--- config.mk ---
export PLATFORM = sky130hd
export DESIGN_NAME = control_sequencer
export DESIGN_NICKNAME = d
export VERILOG_FILES = /design/src/rtl/cpu_pkg.sv /design/src/rtl/retire_counter.sv /design/src/rtl/control_sequencer.sv
export SDC_FILE = /design/constraint.sdc
export NUM_CORES = 1
export LEC_CHECK = 0
export BUFFER_PORTS_ARGS = -buffer_cell sky130_fd_sc_hd__buf_4
export CAP_MARGIN = 40
export CORE_MARGIN = 2
export CORE_UTILIZATION = 40
export DETAILED_ROUTE_END_ITERATION = 8
export HOLD_SLACK_MARGIN = 0.1
export PLACE_DENSITY = 0.67
export SYNTH_ARGS = -nofsm -noshare
export SYNTH_HDL_FRONTEND = slang
export SYNTH_SLANG_ARGS = --single-unit
--- constraint.sdc ---
create_clock -name clk -period 2.65 [get_ports clk]
set_clock_uncertainty 0.05 [all_clocks]
set_input_delay 0.53 -clock clk [delete_from_list [all_inputs] [get_ports clk]]
set_output_delay 0.53 -clock clk [all_outputs]
set_load 0.05 [all_outputs]
--- src/rtl/cpu_pkg.sv ---
// Shared CPU encodings: opcodes, ALU and write-back selectors, sequencer states.
// The datapath imports the same constants so both sides agree on every code.
package cpu_pkg;

  typedef enum logic [2:0] {
    ST_FETCH  = 3'd0,
    ST_DECODE = 3'd1,
    ST_EXEC   = 3'd2,
    ST_MEM    = 3'd3,
    ST_WB     = 3'd4,
    ST_HALT   = 3'd5
  } state_e;

  localparam logic [3:0] OP_NOP  = 4'h0;
  localparam logic [3:0] OP_ADD  = 4'h1;
  localparam logic [3:0] OP_SUB  = 4'h2;
  localparam logic [3:0] OP_AND  = 4'h3;
  localparam logic [3:0] OP_OR   = 4'h4;
  localparam logic [3:0] OP_XOR  = 4'h5;
  localparam logic [3:0] OP_LDI  = 4'h6;
  localparam logic [3:0] OP_LD   = 4'h7;
  localparam logic [3:0] OP_ST   = 4'h8;
  localparam logic [3:0] OP_JMP  = 4'h9;
  localparam logic [3:0] OP_BZ   = 4'hA;
  localparam logic [3:0] OP_HALT = 4'hF;

  localparam logic [2:0] ALU_ADD = 3'd0;
  localparam logic [2:0] ALU_SUB = 3'd1;
  localparam logic [2:0] ALU_AND = 3'd2;
  localparam logic [2:0] ALU_OR  = 3'd3;
  localparam logic [2:0] ALU_XOR = 3'd4;

  localparam logic [1:0] WB_ALU = 2'd0;
  localparam logic [1:0] WB_IMM = 2'd1;
  localparam logic [1:0] WB_MEM = 2'd2;

  function automatic logic op_is_alu(input logic [3:0] op);
    return (op >= OP_ADD) && (op <= OP_XOR);
  endfunction

  // 0xB..0xE are unassigned in the instruction set
  function automatic logic op_is_illegal(input logic [3:0] op);
    return (op >= 4'hB) && (op <= 4'hE);
  endfunction

  function automatic logic [2:0] alu_code(input logic [3:0] op);
    case (op)
      OP_SUB:  return ALU_SUB;
      OP_AND:  return ALU_AND;
      OP_OR:   return ALU_OR;
      OP_XOR:  return ALU_XOR;
      default: return ALU_ADD;
    endcase
  endfunction

endpackage

--- src/rtl/retire_counter.sv ---
// Free-running retired-instruction counter: increments on i_en, wraps at all-ones.
module retire_counter #(
  parameter int DATA_W = 16
) (
  input  logic              clk,
  input  logic              rst,
  input  logic              i_en,
  output logic [DATA_W-1:0] o_count
);

  logic [DATA_W-1:0] r_count;

  always_ff @(posedge clk) begin
    if (rst) begin
      r_count <= '0;
    end else if (i_en) begin
      r_count <= r_count + {{(DATA_W-1){1'b0}}, 1'b1};
    end
  end

  assign o_count = r_count;

endmodule

--- src/rtl/control_sequencer.sv ---
// Multi-cycle CPU control FSM: fetch/decode/exec/mem/writeback with a memory
// handshake, plus a retired-instruction counter.
module control_sequencer
  import cpu_pkg::*;
(
  input  logic        clk,
  input  logic        rst,
  input  logic [3:0]  opcode,
  input  logic        zero_flag,
  input  logic        mem_ready,
  output logic        mem_req,
  output logic        mem_fetch,
  output logic        mem_we,
  output logic        ir_load,
  output logic        pc_inc,
  output logic        pc_load,
  output logic        reg_we,
  output logic [1:0]  wb_sel,
  output logic [2:0]  alu_op,
  output logic        halted,
  output logic        illegal,
  output logic [15:0] retired
);

  state_e     r_state;
  state_e     w_next;
  logic [3:0] r_op;
  logic [3:0] w_op;
  logic       w_retire;

  always_ff @(posedge clk) begin
    if (rst) begin
      r_state <= ST_FETCH;
      r_op    <= OP_NOP;
    end else begin
      r_state <= w_next;
      if (r_state == ST_DECODE) begin
        r_op <= opcode;
      end
    end
  end

  // In DECODE the latch is being loaded this cycle, so decide on the live input
  assign w_op = (r_state == ST_DECODE) ? opcode : r_op;

  always_comb begin
    w_next    = r_state;
    w_retire  = 1'b0;
    mem_req   = 1'b0;
    mem_fetch = 1'b0;
    mem_we    = 1'b0;
    ir_load   = 1'b0;
    pc_inc    = 1'b0;
    pc_load   = 1'b0;
    reg_we    = 1'b0;
    wb_sel    = WB_ALU;
    alu_op    = ALU_ADD;
    halted    = 1'b0;
    illegal   = 1'b0;
    if (rst) begin
      // Reset presents an idle fetch request; no handshake completes while held
      mem_req   = 1'b1;
      mem_fetch = 1'b1;
    end else begin
      case (r_state)
        ST_FETCH: begin
          mem_req   = 1'b1;
          mem_fetch = 1'b1;
          if (mem_ready) begin
            ir_load = 1'b1;
            pc_inc  = 1'b1;
            w_next  = ST_DECODE;
          end
        end
        ST_DECODE: begin
          if (w_op == OP_HALT) begin
            w_next = ST_HALT;
          end else if (op_is_illegal(w_op)) begin
            illegal  = 1'b1;
            w_retire = 1'b1;
            w_next   = ST_FETCH;
          end else begin
            w_next = ST_EXEC;
          end
        end
        ST_EXEC: begin
          if (op_is_alu(w_op)) begin
            alu_op = alu_code(w_op);
            w_next = ST_WB;
          end else if (w_op == OP_LDI) begin
            w_next = ST_WB;
          end else if ((w_op == OP_LD) || (w_op == OP_ST)) begin
            w_next = ST_MEM;
          end else begin
            pc_load  = (w_op == OP_JMP) || ((w_op == OP_BZ) && zero_flag);
            w_retire = 1'b1;
            w_next   = ST_FETCH;
          end
        end
        ST_MEM: begin
          mem_req = 1'b1;
          mem_we  = (w_op == OP_ST);
          if (mem_ready) begin
            if (w_op == OP_ST) begin
              w_retire = 1'b1;
              w_next   = ST_FETCH;
            end else begin
              w_next = ST_WB;
            end
          end
        end
        ST_WB: begin
          reg_we   = 1'b1;
          w_retire = 1'b1;
          w_next   = ST_FETCH;
          if (op_is_alu(w_op)) begin
            wb_sel = WB_ALU;
          end else if (w_op == OP_LDI) begin
            wb_sel = WB_IMM;
          end else begin
            wb_sel = WB_MEM;
          end
        end
        ST_HALT: begin
          halted = 1'b1;
        end
        default: begin
          w_next = ST_FETCH;
        end
      endcase
    end
  end

  retire_counter #(.DATA_W(16)) u_retire (
    .clk     (clk),
    .rst     (rst),
    .i_en    (w_retire),
    .o_count (retired)
  );

endmodule

==> flow_summary.ini <==
[placement]
portBuffers = 37
place_congestion = 0.823
hpwl_um = 2640

[clock_network]
clkLatencyLatePin_ps = 260
clockRootBuffer = clkbuf_8
cts_buffers = 3
ctsHoldBuffers = 0
clkSinkCount = 23
path_clk_slew_ps = 80
cts_tree = done
cts_buffer_depth = 2
htreeDepth = 1

[logic_synthesis]
syn_area_per_cell_sq_um = 7.99
syn-cell-area_sq_mm = 0.00156
yosys.cell_types.count = 46
postSynth.asyncResetShare = 0
synth-edff-count = 0
synth_ff_type = dfxtp_1
yosysWarnings = 0
ys_ff_latch = 23
syn_inst = 195
ys_seq_area_frac = 0.295
synthesis.nets = 204

[sta]
fin_setup_tns_ps = 0
setup_viol = 0
rsz0062_at_grt = yes
fmax_mhz = 384
tightest_slew_ps = 392
slew_headroom = 0.737
period_share = 0.982
hold_violations = 0
period_needed_ps = 2600
maxSlewViolCount = 0

[floorplanning]
die_y_um = 66.4
rows = 22
io_pins = 38
die_x_um = 66.4
initial_utilization = 0.420
dieArea_sq_mm = 0.00441
core_sq_mm = 0.00372

[grt]
antenna_found_initial = 0
track_usage = 0.173
use_met1 = 0.236
grt-ovfl-total = 0
grt_max_degree = 20
use_met2 = 0.275
use_met3 = 0.0221
busiest_layer = met2
grt_pass1_vias = 1336
grt_pass1_wl_um = 6000

[setup_path]
critical_path.most_common_cell = nand2_1
cp_max_fo = 6
cp-start-kind = register
required_ps = 2070
criticalPathCategory = reg -> out
crit_family = simple AND/OR/NAND/NOR gates
max_stage_delay_ps = 410
crit_arrival_ps = 2020
cp_cell_sequence = or3b_1 > buf_4 > nand2_1 > nand2_1 > or3_1 > a21oi_2 > buf_6
crit_path_end_kind = primary output
crit_buf_inv = 2
critPathSlowestCell = or3b_1

[detailed_routing]
antenna_left = 0
dr_total_vias = 1594
wl_um = 3720
drt_iter0_markers = 68
wire_per_inst_um = 12.8
vias_per_cell = 5.50
drc_errors = 0
drt_pass1_iterations = 4

[run]
cap_violations = 0

[power_and_ir_drop]
cellLeakagePower_nw = 0.801
power.density_mw_per_mm2 = 401
ir_worst_vdd_uv = 269

[finish]
fin_util = 0.554
layout_commonest_cell = buf_4
layout_common_cells = buf_4 (49), a21oi_1 (22), dfxtp_1 (20)
fill_cells = 376
nets = 252
area_delta_synth_final_pct = 32.1
drive_gt1_frac = 0.368
num_antenna_cells = 0

[hold_path]
hold_class = reg -> reg

[outcome]
status = finished, final reports clean
==> per-layer routing <==
layer / up-vias / share of wire / wire [um]
li1: 813 / - / -
met3: 2 / 0.049 / 183
met1: 733 / 0.48 / 1800
met2: 46 / 0.46 / 1710
met5: - / 0 / 0
met4: 0 / 0.0059 / 22
==> sequential cells by signal, summed over array words and instances, names as in the netlist <==
name              flops
u_retire.o_count     16
r_state               3
r_op                  4
==> synthesized netlist by cell type (2+ instances only) <==
master     n  area (sq um)
xnor2_1    2          17.5
nor2b_1    2          12.5
dfxtp_1   23           460
nand3_1    9          45.0
or3_2      5          37.5
buf_4      2          15.0
o41ai_2    2          32.5
nand2_1   16          60.1
buf_6      6          67.6
o21ai_0   15          75.1
or3_1     13          81.3
a211oi_1   2          15.0
nor3_1     7          35.0
nand4_1    2          12.5
or2_2      2          12.5
and3_1     2          12.5
inv_1      6          22.5
nand3b_1   2          15.0
mux2_2     2          22.5
a211oi_2   2          25.0
o21a_1     2          15.0
nor4_1     2          12.5
mux2i_1    5          50.1
a21boi_0   2          15.0
nand2b_1   4          25.0
a21o_1     2          15.0
or3b_1     2          17.5
a21oi_1   24           120
nor2_1    13          48.8
==> worst paths after layout <==
check | from | end | slack [ps] | cells after the start
worst max-delay path | r_state[1]$_SDFFE_PP0P_ | alu_op[1] | 50 | 7
worst min-delay path | u_retire.o_count[15]$_SDFFE_PP0P_ | u_retire.o_count[15]$_SDFFE_PP0P_ | 450 | 2
worst max register to register | r_state[0]$_SDFFE_PP0P_ | u_retire.o_count[9]$_SDFFE_PP0P_ | 330 | 8
worst min register to register | u_retire.o_count[15]$_SDFFE_PP0P_ | u_retire.o_count[15]$_SDFFE_PP0P_ | 450 | 2
==> through the flow <==
stage	total power, mW	std cells	area (sq um)	hold slack, ps	worst slack (ps)
final	0.825	290	2060	449	47.4
after CTS	0.811	286	2000	452	7.82
after floorplan	0.532	195	1600	501	-549
after global placement	0.585	280	1920	427	146
after detailed placement	0.586	281	1920	437	123
after global routing	0.876	290	2060	494	-25.6
==> tightest hold or removal path: stages (launching register included) <==
cell and delay [ps]:
dfxtp_1 330, o21ai_0 70, a21oi_1 60
==> layout make-up <==
cell class                 count  area, sq um  share of cell area
timing repair buffer          53          407               0.197
multi-input combinational    156         1060               0.515
clock inverter                 1         5.00             0.00243
inverter                       6         22.5              0.0109
clock buffer                   3         41.3              0.0200
tap                           48         60.1              0.0292
sequential                    23          464               0.225
==> repair_timing <==
item	4_1_cts	5_1_grt
gates cloned	0	0
hold endpoints to repair	0	0
gates resized for setup	7	6
buffers inserted	1	4
pin swaps	2	1
setup endpoints to repair	3	5
==> kinds of logic after synthesis <==
| logic type | after synthesis | share of synthesized area |
|---|---|---|
| DFF | 23 | 0.295 |
| AOI/OAI and AO/OA | 58 | 0.242 |
| xor gates and xnor gates | 2 | 0.0112 |
| buffers and inverters | 16 | 0.0730 |
| and+or+nand+nor | 88 | 0.324 |
| adders and majority gates | 1 | 0.00802 |
| muxes | 7 | 0.0465 |
==> where the power goes <==
group / leakage (nW) / internal, mW / switching, mW
combinational: 0.588 / 0.101 / 0.142
clock: 0.0255 / 0.105 / 0.111
sequential: 0.187 / 0.355 / 0.0114
No activity file was read; power rests on OpenSTA's default activity.
